### config.mk
export PLATFORM = sky130hd
export DESIGN_NAME = wb_cmd_master_flat
export DESIGN_NICKNAME = d
export VERILOG_FILES = /design/src/rtl/wb_master_pkg.sv /design/src/rtl/wb_cmd_master_if.sv /design/src/rtl/wb_timeout_counter.sv /design/src/rtl/wb_cmd_master.sv /design/src/flat_wrapper.sv
export SDC_FILE = /design/constraint.sdc
export NUM_CORES = 1
export LEC_CHECK = 0
export CAP_MARGIN = 40
export CORE_ASPECT_RATIO = 0.75
export CORE_MARGIN = 5
export CORE_UTILIZATION = 40
export DETAILED_ROUTE_END_ITERATION = 8
export PLACE_DENSITY = 0.93
export SETUP_SLACK_MARGIN = 0.02
export SYNTH_ARGS = -nofsm -noshare
export SYNTH_HDL_FRONTEND = slang
export SYNTH_SLANG_ARGS = --single-unit
### constraint.sdc
create_clock -name clk -period 2 [get_ports clk]
set_input_delay 0.2 -clock clk [delete_from_list [all_inputs] [get_ports clk]]
set_output_delay 0.2 -clock clk [all_outputs]
set_load 0.005 [all_outputs]
### src/rtl/wb_master_pkg.sv
// Shared types for the Wishbone command master: response status codes and FSM states.
package wb_master_pkg;

    localparam int RETRY_W = 2;

    typedef enum logic [1:0] {
        RSP_OK            = 2'd0,
        RSP_ERR           = 2'd1,
        RSP_RTY_EXHAUSTED = 2'd2,
        RSP_TIMEOUT       = 2'd3
    } rsp_status_t;

    typedef enum logic [1:0] {
        S_IDLE    = 2'd0,
        S_ACTIVE  = 2'd1,
        S_BACKOFF = 2'd2,
        S_RESP    = 2'd3
    } state_t;

endpackage

### src/rtl/wb_cmd_master_if.sv
// Command, response and Wishbone bus bundle between the command decoder, the master and the peripheral bus.
interface wb_cmd_master_if #(
    parameter int DATA_WIDTH   = 32,
    parameter int ADDR_WIDTH   = 32,
    parameter int SELECT_WIDTH = DATA_WIDTH / 8
);
    logic                    cmd_valid;
    logic                    cmd_ready;
    logic                    cmd_we;
    logic [ADDR_WIDTH-1:0]   cmd_addr;
    logic [DATA_WIDTH-1:0]   cmd_wdata;
    logic [SELECT_WIDTH-1:0] cmd_sel;

    logic                    rsp_valid;
    logic                    rsp_ready;
    logic [DATA_WIDTH-1:0]   rsp_rdata;
    logic [1:0]              rsp_status;
    logic [1:0]              rsp_retries;
    logic                    busy;

    logic [ADDR_WIDTH-1:0]   wbm_adr_o;
    logic [DATA_WIDTH-1:0]   wbm_dat_o;
    logic [DATA_WIDTH-1:0]   wbm_dat_i;
    logic                    wbm_we_o;
    logic [SELECT_WIDTH-1:0] wbm_sel_o;
    logic                    wbm_stb_o;
    logic                    wbm_cyc_o;
    logic                    wbm_ack_i;
    logic                    wbm_err_i;
    logic                    wbm_rty_i;

    modport master (
        input  cmd_valid, cmd_we, cmd_addr, cmd_wdata, cmd_sel, rsp_ready,
        input  wbm_dat_i, wbm_ack_i, wbm_err_i, wbm_rty_i,
        output cmd_ready, rsp_valid, rsp_rdata, rsp_status, rsp_retries, busy,
        output wbm_adr_o, wbm_dat_o, wbm_we_o, wbm_sel_o, wbm_stb_o, wbm_cyc_o
    );

    modport slave (
        output cmd_valid, cmd_we, cmd_addr, cmd_wdata, cmd_sel, rsp_ready,
        output wbm_dat_i, wbm_ack_i, wbm_err_i, wbm_rty_i,
        input  cmd_ready, rsp_valid, rsp_rdata, rsp_status, rsp_retries, busy,
        input  wbm_adr_o, wbm_dat_o, wbm_we_o, wbm_sel_o, wbm_stb_o, wbm_cyc_o
    );

endinterface

### src/rtl/wb_timeout_counter.sv
// Clear/enable cycle counter; tc flags the last cycle of a TIMEOUT_CYCLES window.
// Latency: tc is decoded from the count register, so it is valid in the same cycle.
// Backpressure: none; en pauses counting, clr restarts it.
module wb_timeout_counter #(
    parameter int TIMEOUT_CYCLES = 256
) (
    input  logic clk,
    input  logic rst,
    input  logic clr,
    input  logic en,
    output logic tc
);
    localparam int CNT_W  = (TIMEOUT_CYCLES > 2) ? $clog2(TIMEOUT_CYCLES) : 1;
    localparam int LAST_I = (TIMEOUT_CYCLES > 0) ? TIMEOUT_CYCLES - 1 : 0;
    localparam logic [CNT_W-1:0] LAST = LAST_I[CNT_W-1:0];

    logic [CNT_W-1:0] count;

    always_ff @(posedge clk) begin
        if (rst || clr) begin
            count <= '0;
        end else if (en && !tc) begin
            count <= count + CNT_W'(1);
        end
    end

    // A zero-length window disables the abort entirely.
    assign tc = (TIMEOUT_CYCLES != 0) && (count == LAST);

endmodule

### src/rtl/wb_cmd_master.sv
// Wishbone classic initiator: one valid/ready command becomes one bus read/write with retry and timeout.
// Latency: stb rises at the accept edge; response valid one edge after the termination is sampled.
// Backpressure: cmd_ready only in IDLE; response held stable until rsp_ready, blocking new commands.
module wb_cmd_master
    import wb_master_pkg::*;
#(
    parameter int DATA_WIDTH     = 32,
    parameter int ADDR_WIDTH     = 32,
    parameter int SELECT_WIDTH   = DATA_WIDTH / 8,
    parameter int TIMEOUT_CYCLES = 256,
    parameter int MAX_RETRY      = 3
) (
    input logic             clk,
    input logic             rst,
    wb_cmd_master_if.master bus
);
    state_t                  state_q, state_d;
    logic                    strobe_q, strobe_d;
    logic                    we_q, we_d;
    logic [ADDR_WIDTH-1:0]   adr_q, adr_d;
    logic [DATA_WIDTH-1:0]   dat_q, dat_d;
    logic [SELECT_WIDTH-1:0] sel_q, sel_d;
    logic                    rsp_valid_q, rsp_valid_d;
    logic [DATA_WIDTH-1:0]   rdata_q, rdata_d;
    rsp_status_t             status_q, status_d;
    logic [RETRY_W-1:0]      retries_q, retries_d;
    logic [RETRY_W-1:0]      retry_cnt_q, retry_cnt_d;
    logic                    busy_q;
    logic                    tmo_clr, tmo_en, tmo_tc;
    logic                    done;
    rsp_status_t             done_status;
    logic                    accept;

    assign bus.cmd_ready = (state_q == S_IDLE) && !rst;
    assign accept        = bus.cmd_valid && bus.cmd_ready;

    wb_timeout_counter #(
        .TIMEOUT_CYCLES (TIMEOUT_CYCLES)
    ) u_timeout (
        .clk (clk),
        .rst (rst),
        .clr (tmo_clr),
        .en  (tmo_en),
        .tc  (tmo_tc)
    );

    always_comb begin
        state_d     = state_q;
        strobe_d    = strobe_q;
        we_d        = we_q;
        adr_d       = adr_q;
        dat_d       = dat_q;
        sel_d       = sel_q;
        rsp_valid_d = rsp_valid_q;
        rdata_d     = rdata_q;
        status_d    = status_q;
        retries_d   = retries_q;
        retry_cnt_d = retry_cnt_q;
        tmo_clr     = 1'b0;
        tmo_en      = 1'b0;
        done        = 1'b0;
        done_status = RSP_OK;

        case (state_q)
            S_IDLE: begin
                if (accept) begin
                    we_d        = bus.cmd_we;
                    adr_d       = bus.cmd_addr;
                    dat_d       = bus.cmd_wdata;
                    sel_d       = bus.cmd_sel;
                    strobe_d    = 1'b1;
                    retry_cnt_d = '0;
                    tmo_clr     = 1'b1;
                    state_d     = S_ACTIVE;
                end
            end
            S_ACTIVE: begin
                // Termination priority is ack > err > rty; timeout only counts idle bus cycles.
                if (bus.wbm_ack_i) begin
                    done        = 1'b1;
                    done_status = RSP_OK;
                end else if (bus.wbm_err_i) begin
                    done        = 1'b1;
                    done_status = RSP_ERR;
                end else if (bus.wbm_rty_i) begin
                    if (int'(retry_cnt_q) < MAX_RETRY) begin
                        strobe_d    = 1'b0;
                        retry_cnt_d = retry_cnt_q + RETRY_W'(1);
                        state_d     = S_BACKOFF;
                    end else begin
                        done        = 1'b1;
                        done_status = RSP_RTY_EXHAUSTED;
                    end
                end else if (tmo_tc) begin
                    done        = 1'b1;
                    done_status = RSP_TIMEOUT;
                end else begin
                    tmo_en = 1'b1;
                end

                if (done) begin
                    strobe_d    = 1'b0;
                    rsp_valid_d = 1'b1;
                    status_d    = done_status;
                    retries_d   = retry_cnt_q;
                    rdata_d     = (done_status == RSP_OK && !we_q) ? bus.wbm_dat_i : '0;
                    state_d     = S_RESP;
                end
            end
            S_BACKOFF: begin
                strobe_d = 1'b1;
                tmo_clr  = 1'b1;
                state_d  = S_ACTIVE;
            end
            S_RESP: begin
                if (bus.rsp_ready) begin
                    rsp_valid_d = 1'b0;
                    state_d     = S_IDLE;
                end
            end
            default: state_d = S_IDLE;
        endcase
    end

    always_ff @(posedge clk) begin
        if (rst) begin
            state_q     <= S_IDLE;
            strobe_q    <= 1'b0;
            we_q        <= 1'b0;
            adr_q       <= '0;
            dat_q       <= '0;
            sel_q       <= '0;
            rsp_valid_q <= 1'b0;
            rdata_q     <= '0;
            status_q    <= RSP_OK;
            retries_q   <= '0;
            retry_cnt_q <= '0;
            busy_q      <= 1'b0;
        end else begin
            state_q     <= state_d;
            strobe_q    <= strobe_d;
            we_q        <= we_d;
            adr_q       <= adr_d;
            dat_q       <= dat_d;
            sel_q       <= sel_d;
            rsp_valid_q <= rsp_valid_d;
            rdata_q     <= rdata_d;
            status_q    <= status_d;
            retries_q   <= retries_d;
            retry_cnt_q <= retry_cnt_d;
            busy_q      <= (state_d != S_IDLE);
        end
    end

    assign bus.wbm_cyc_o   = strobe_q;
    assign bus.wbm_stb_o   = strobe_q;
    assign bus.wbm_we_o    = we_q;
    assign bus.wbm_adr_o   = adr_q;
    assign bus.wbm_dat_o   = dat_q;
    assign bus.wbm_sel_o   = sel_q;
    assign bus.rsp_valid   = rsp_valid_q;
    assign bus.rsp_rdata   = rdata_q;
    assign bus.rsp_status  = status_q;
    assign bus.rsp_retries = retries_q;
    assign bus.busy        = busy_q;

endmodule

### src/flat_wrapper.sv
// flat-port wrapper written by rule: the top's interface ports become plain ports
module wb_cmd_master_flat import wb_master_pkg::*;
#(
    parameter int DATA_WIDTH     = 32,
    parameter int ADDR_WIDTH     = 32,
    parameter int SELECT_WIDTH   = DATA_WIDTH / 8,
    parameter int TIMEOUT_CYCLES = 256,
    parameter int MAX_RETRY      = 3
)
  (clk, rst, bus_cmd_valid, bus_cmd_we, bus_cmd_addr, bus_cmd_wdata, bus_cmd_sel, bus_rsp_ready, bus_wbm_dat_i, bus_wbm_ack_i, bus_wbm_err_i, bus_wbm_rty_i, bus_cmd_ready, bus_rsp_valid, bus_rsp_rdata, bus_rsp_status, bus_rsp_retries, bus_busy, bus_wbm_adr_o, bus_wbm_dat_o, bus_wbm_we_o, bus_wbm_sel_o, bus_wbm_stb_o, bus_wbm_cyc_o);
  wb_cmd_master_if #(.DATA_WIDTH(DATA_WIDTH), .ADDR_WIDTH(ADDR_WIDTH), .SELECT_WIDTH(SELECT_WIDTH)) bus_i ();
  input logic clk;
  input logic rst;
  input wire logic [$bits(bus_i.cmd_valid)-1:0] bus_cmd_valid;
  input wire logic [$bits(bus_i.cmd_we)-1:0] bus_cmd_we;
  input wire logic [$bits(bus_i.cmd_addr)-1:0] bus_cmd_addr;
  input wire logic [$bits(bus_i.cmd_wdata)-1:0] bus_cmd_wdata;
  input wire logic [$bits(bus_i.cmd_sel)-1:0] bus_cmd_sel;
  input wire logic [$bits(bus_i.rsp_ready)-1:0] bus_rsp_ready;
  input wire logic [$bits(bus_i.wbm_dat_i)-1:0] bus_wbm_dat_i;
  input wire logic [$bits(bus_i.wbm_ack_i)-1:0] bus_wbm_ack_i;
  input wire logic [$bits(bus_i.wbm_err_i)-1:0] bus_wbm_err_i;
  input wire logic [$bits(bus_i.wbm_rty_i)-1:0] bus_wbm_rty_i;
  output wire logic [$bits(bus_i.cmd_ready)-1:0] bus_cmd_ready;
  output wire logic [$bits(bus_i.rsp_valid)-1:0] bus_rsp_valid;
  output wire logic [$bits(bus_i.rsp_rdata)-1:0] bus_rsp_rdata;
  output wire logic [$bits(bus_i.rsp_status)-1:0] bus_rsp_status;
  output wire logic [$bits(bus_i.rsp_retries)-1:0] bus_rsp_retries;
  output wire logic [$bits(bus_i.busy)-1:0] bus_busy;
  output wire logic [$bits(bus_i.wbm_adr_o)-1:0] bus_wbm_adr_o;
  output wire logic [$bits(bus_i.wbm_dat_o)-1:0] bus_wbm_dat_o;
  output wire logic [$bits(bus_i.wbm_we_o)-1:0] bus_wbm_we_o;
  output wire logic [$bits(bus_i.wbm_sel_o)-1:0] bus_wbm_sel_o;
  output wire logic [$bits(bus_i.wbm_stb_o)-1:0] bus_wbm_stb_o;
  output wire logic [$bits(bus_i.wbm_cyc_o)-1:0] bus_wbm_cyc_o;
  assign bus_i.cmd_valid = bus_cmd_valid;
  assign bus_i.cmd_we = bus_cmd_we;
  assign bus_i.cmd_addr = bus_cmd_addr;
  assign bus_i.cmd_wdata = bus_cmd_wdata;
  assign bus_i.cmd_sel = bus_cmd_sel;
  assign bus_i.rsp_ready = bus_rsp_ready;
  assign bus_i.wbm_dat_i = bus_wbm_dat_i;
  assign bus_i.wbm_ack_i = bus_wbm_ack_i;
  assign bus_i.wbm_err_i = bus_wbm_err_i;
  assign bus_i.wbm_rty_i = bus_wbm_rty_i;
  assign bus_cmd_ready = bus_i.cmd_ready;
  assign bus_rsp_valid = bus_i.rsp_valid;
  assign bus_rsp_rdata = bus_i.rsp_rdata;
  assign bus_rsp_status = bus_i.rsp_status;
  assign bus_rsp_retries = bus_i.rsp_retries;
  assign bus_busy = bus_i.busy;
  assign bus_wbm_adr_o = bus_i.wbm_adr_o;
  assign bus_wbm_dat_o = bus_i.wbm_dat_o;
  assign bus_wbm_we_o = bus_i.wbm_we_o;
  assign bus_wbm_sel_o = bus_i.wbm_sel_o;
  assign bus_wbm_stb_o = bus_i.wbm_stb_o;
  assign bus_wbm_cyc_o = bus_i.wbm_cyc_o;
  wb_cmd_master #(.DATA_WIDTH(DATA_WIDTH), .ADDR_WIDTH(ADDR_WIDTH), .SELECT_WIDTH(SELECT_WIDTH), .TIMEOUT_CYCLES(TIMEOUT_CYCLES), .MAX_RETRY(MAX_RETRY)) u_core (.clk(clk), .rst(rst), .bus(bus_i));
endmodule
# == Word-level counts from Yosys, hierarchy flattened ==
# Index checks and enable logic that the tools add are counted.
# W data, S select, Z words.
# op_classes
shift,0
n_mux,44
n_reduce_logical,19
add_sub_neg,2
bitwise_logic,0
n_div,0
n_eq_ne,15
order_cmp,1
mul,0
# ops
op,count
$mux W2,18
$mux W32,1
$mux W1,20
$reduce_and A6 Y1,2
$ne A3 B2 Y1 const B,3
$add A8 B1 Y8 const B,1
$eq A8 B8 Y1 const B,1
$ne A2 B2 Y1 const B,4
$pmux W2 S4,1
$ne A2 B1 Y1 const B,3
$reduce_bool A2 Y1,3
$eq A2 B2 Y1 const B,2
$logic_and A1 B1 Y1,4
$logic_not A2 Y1,2
$pmux W1 S2,2
$pmux W2 S2,1
$reduce_and A2 Y1,2
$logic_not A1 Y1,3
$ne A3 B1 Y1 const B,1
$pmux W1 S3,1
$reduce_and A3 Y1,1
$reduce_bool A3 Y1,1
$add A2 B1 Y2 const B,1
$eq A2 B1 Y1 const B,1
2 further kinds,2
# word_totals
elab_cells,94
ramBits,0
inputBits,108
latchBits,0
register_bits,120
mem_count,0
output_inout_bits,110
rom_bits,0

# == Longest topological paths before layout ==
# depth
word_depth,9
mapped_depth,8
mapped_depth_nobuf,5

# == Hierarchy ==
# A second synthesis with hierarchy kept.
# unflattened
hier_cells,493
hier_area_um2,4465.5
# modules_own_cells
mod,cells_each,area_per_inst_um2,seq_area_each_um2,instances
wb_cmd_master,444,4040.1,2242.2,1
wb_timeout_counter,49,425.4,160.2,1

# == Worst setup path after synthesis ==
# OpenSTA, ideal clock, no wires.
# synth_timing
path_kind,register to register
from,register u_core.u_timeout.count[0]
to,register u_core.rdata_q[0] (netlist: u_core.bus.rsp_rdata[0])
synth_period_minus_slack_ps,1523
path_slack_ps,477
arrival_time_ps,1407
t_required_ps,1883
path_stages_with_launch,7
n_path_buf,1
setup_time_ps,117
cell_sequence,dfxtp_1 > ha_1 > nand4b_1 > o211ai_2 > a21oi_1 > buf_2 > a22o_1
# synth_between
elab_chain_len,9
elab_cells_between_ends,15
cone_classes,1 x eq/ne; 11 x mux; 3 x reduce/logical
# synth_rtl
element,line_no,source
start: declaration,wb_timeout_counter.sv:17,logic [CNT_W-1:0] count;
start signal: assignment,wb_timeout_counter.sv:23,count <= count + CNT_W'(1);
$eq A8 B8 Y1 *,wb_timeout_counter.sv:28,assign tc = (TIMEOUT_CYCLES != 0) && (count == LAST);
$mux W2,wb_cmd_master.sv:94,end else if (tmo_tc) begin
$mux W2,wb_cmd_master.sv:85,end else if (bus.wbm_rty_i) begin
$mux W2,wb_cmd_master.sv:82,end else if (bus.wbm_err_i) begin
$mux W2,wb_cmd_master.sv:79,if (bus.wbm_ack_i) begin
$mux W2,wb_cmd_master.sv:64,case (state_q)
$logic_not A2 Y1,wb_cmd_master.sv:106,rdata_d = (done_status == RSP_OK && !we_q) ? bus.wbm_dat_i : '0;
$logic_and A1 B1 Y1,wb_cmd_master.sv:106,
$mux W32,wb_cmd_master.sv:106,
end signal: assignment,wb_cmd_master.sv:147,rdata_q <= rdata_d;
end: declaration,wb_cmd_master.sv:24,"logic [DATA_WIDTH-1:0] rdata_q, rdata_d;"
# Every way passes the cells marked *; elsewhere a longest branch is shown, timed or not. The select of a mux whose other input is x is not followed.
# A chain may end at the register's enable or synchronous reset.

# == Worst setup path after layout ==
# layout_timing
from,register u_core.state_q[1]
to,output bus_cmd_ready
# layout_between
elab_chain_len,2
# layout_rtl
element,line_no,source
start: declaration,wb_cmd_master.sv:17,"state_t state_q, state_d;"
start signal: assignment,wb_cmd_master.sv:140,state_q <= state_d;
$logic_not A2 Y1,wb_cmd_master.sv:34,assign bus.cmd_ready = (state_q == S_IDLE) && !rst;
$logic_and A1 B1 Y1,wb_cmd_master.sv:34,
end: declaration,flat_wrapper.sv:24,output wire logic [$bits(bus_i.cmd_ready)-1:0] bus_cmd_ready;
# No other way between the ends.

==> metrics.yaml <==
via_count: 4175
gp_congestion: 0.812
async_flop_share_pct: 0
p_leak_uw: 0.00274
postCtsSetupRepairBufs: 0
die-area_um2: 12800
synthCells: 478
drt-initial-drc-count: 194
hold_end: "u_core.bus.wbm_dat_o[7]$_SDFFE_PP0P_"
fin_area_um2: 7310
wl_per_cell_um: 15.7
antenna_left: 0
relSlewSlack_pct: 77.0
syn-num-nets: 588
ys_types: 38
rsz0062_at_grt: "false"
place_ws_ns: 0.163
cts-buffers-inserted: 17
hold_viol: 0
outcome: "finished clean"
path_class: "reg2out"
htree_levels: 4
grt_pass1_wl_um: 20800
fin_ws_ns: 0.171
drt_wl_total_um: 13200
grt_max_degree: 43
hpwl_um: 9820
p_total_uw: 6920
cts_resized: 0
crit_fanout: 9
crit_chain: "nor3_2 -> clkdlybuf4s50_1"
rr_endpoint: "u_core.bus.rsp_rdata[29]$_SDFFE_PP0P_"
nNetsFinal: 806
placement.io_buffers: 217
hold_depth: 3
worst_pin_slew_ns: 0.345
fmax_mhz: 547
min_path_type: "in2reg"
hp-start: "bus_cmd_wdata[7]"
arrival_ns: 1.63
ir_drop_mv: 0.538
route.met2.wl_um: 6770
antenna_found_initial: 1
wl_met3_um: 988
ys_top_cells_by_count: "nand2_1, dfxtp_1, o21ai_1, a22o_1, buf_2"
grt_pass1_vias: 4219
synth_top_area_share_pct: 56.4
synth_top_area_cell: "dfxtp_1"
met1Wirelength_um: 5270
dr.pass1.iters: 4
place_area_um2: 6630
crit_path_end_kind: "output pin"
cts_tree: "done"
crit_start: "u_core.state_q[1]$_SDFF_PP0_"
finalCriticalPeriod_ns: 1.83
ys_ff_latch: 120
cts_root_buf: "clkbuf_16"
r2r-start: "u_core.u_timeout.count[0]$_SDFFE_PP0P_"
syn_area_um2: 4260
drive_gt1_share_pct: 8.46
ys_seq_area_share_pct: 56.4
die_w_um: 129
synthFlopType: "dfxtp_1"
timing.final.crit_share_pct: 91.5
synth-edff-count: 0
drc: 0
syn_to_final_growth_pct: 71.8
cts_buffer_depth: 2
setup_tns_ns: 0
slowest_stage: "clkdlybuf4s50_1"
row_count: 32
cts-hold-fix-buffers: 0
powerDensity_nw_per_um2: 946
synthTopCellsByArea: "dfxtp_1, nand2_1, o21ai_1, a22o_1, buf_2"
finClkSkew_ns: 0.0201
routed_via_density: 4.93
grt_overflow: 0
r2r_cells: 6
cp-start-kind: "register"
required_ns: 1.80
ios: 218
clkSinkCount: 120
clkSlewWorstSetupHoldPaths_ns: 0.06
critPathMaxStageDelay_ns: 0.57
yosysMostFrequentCell: "nand2_1"
yosys_warnings: 0
r2r_slack_ns: 0.26
dieHeight_um: 99.4
grt_usage_pct: 20.3
top_layer: "met4"
setup_viol: 0
clock_latency_ns: 0.40
core_area_um2: 10300
avgSynthCellArea_um2: 8.91
drv_cap: 0
nFillCells: 741
drv_slew: 0
start_util_pct: 41.2
worst max path at each step:
stage	end	slack, ns	cells past startpoint
floorplan	u_core.bus.rsp_rdata[0]$_SDFFE_PP0P_	0.48	6
global placement	u_core.u_timeout.count[5]$_SDFFE_PP0P_	0.20	6
detailed placement	u_core.bus.rsp_rdata[9]$_SDFFE_PP0P_	0.16	6
CTS	bus_cmd_ready	0.14	2
global route	bus_cmd_ready	0.06	2
finish	bus_cmd_ready	0.17	2
area by class of cell:
class,instances,area [um2],area share [%]
Sequential cell,120,2400,32.8
Timing Repair Buffer,233,2350,32.2
Multi-Input combinational cell,320,1690,23.1
Clock buffer,20,457,6.24
Clock inverter,12,221,3.03
Tap cell,136,170,2.33
Inverter,4,15.0,0.205
Antenna cell,1,2.50,0.0342
per-layer routing:
layer | global-route usage (%) | vias to the layer above
met5 | 0 | -
met4 | 6.38 | 0
met3 | 7.41 | 14
met2 | 36.3 | 172
met1 | 22.2 | 1927
li1 | - | 2062
critical path, delay by kind of cell (launching register included):
kind	cells	cell delay, ns
buffers and inverters	1	0.57
flip-flops	1	0.39
AND/OR/NAND/NOR	1	0.28
where the power goes:
group	switching [uW]	internal, uW
combinational	309	533
clock	1050	2400
sequential	84.9	2540
logic make-up after synthesis:
logic type,count (synthesis),share of synthesized area (%)
compound gates,134,20.0
xor+xnor,2,0.411
fa+ha+maj,2,0.588
buf+inv,38,4.23
flops,120,56.4
mux,3,0.705
simple gates,179,17.7
stage by stage:
step | hold slack [ns] | utilization (%) | instances
4_1_cts | 0.326 | 70.8 | 845
3_5_place_dp | 0.442 | 64.2 | 813
2_1_floorplan | 0.309 | - | 478
3_3_place_gp | 0.435 | 64.2 | 813
5_1_grt | 0.322 | 70.8 | 846
6_report | 0.342 | 70.8 | 846
state kept, by name (all words and copies together) (netlist names):
register                count
u_core.bus.rsp_status       2
u_core.retry_cnt_q          2
u_core.bus.rsp_valid        1
u_core.u_timeout.count      8
u_core.bus.rsp_retries      2
u_core.bus.wbm_we_o         1
u_core.bus.busy             1
u_core.bus.wbm_sel_o        4
u_core.bus.wbm_dat_o       32
u_core.bus.rsp_rdata       32
u_core.state_q              2
u_core.bus.wbm_cyc_o        1
u_core.bus.wbm_adr_o       32
layout by cell type (no fill, tap or decap), drive strengths merged, types with 4 or more instances in the layout:
| cell type | n |
|---|---|
| dfxtp | 120 |
| clkbuf | 20 |
| clkdlybuf4s50 | 217 |
| or2 | 4 |
| buf | 16 |
| nor2 | 10 |
| inv | 4 |
| o21ai | 78 |
| a22o | 32 |
| nand2 | 147 |
| a21oi | 12 |
| nand3 | 4 |
| bufinv | 6 |
Power figures use the tool's default switching activity.
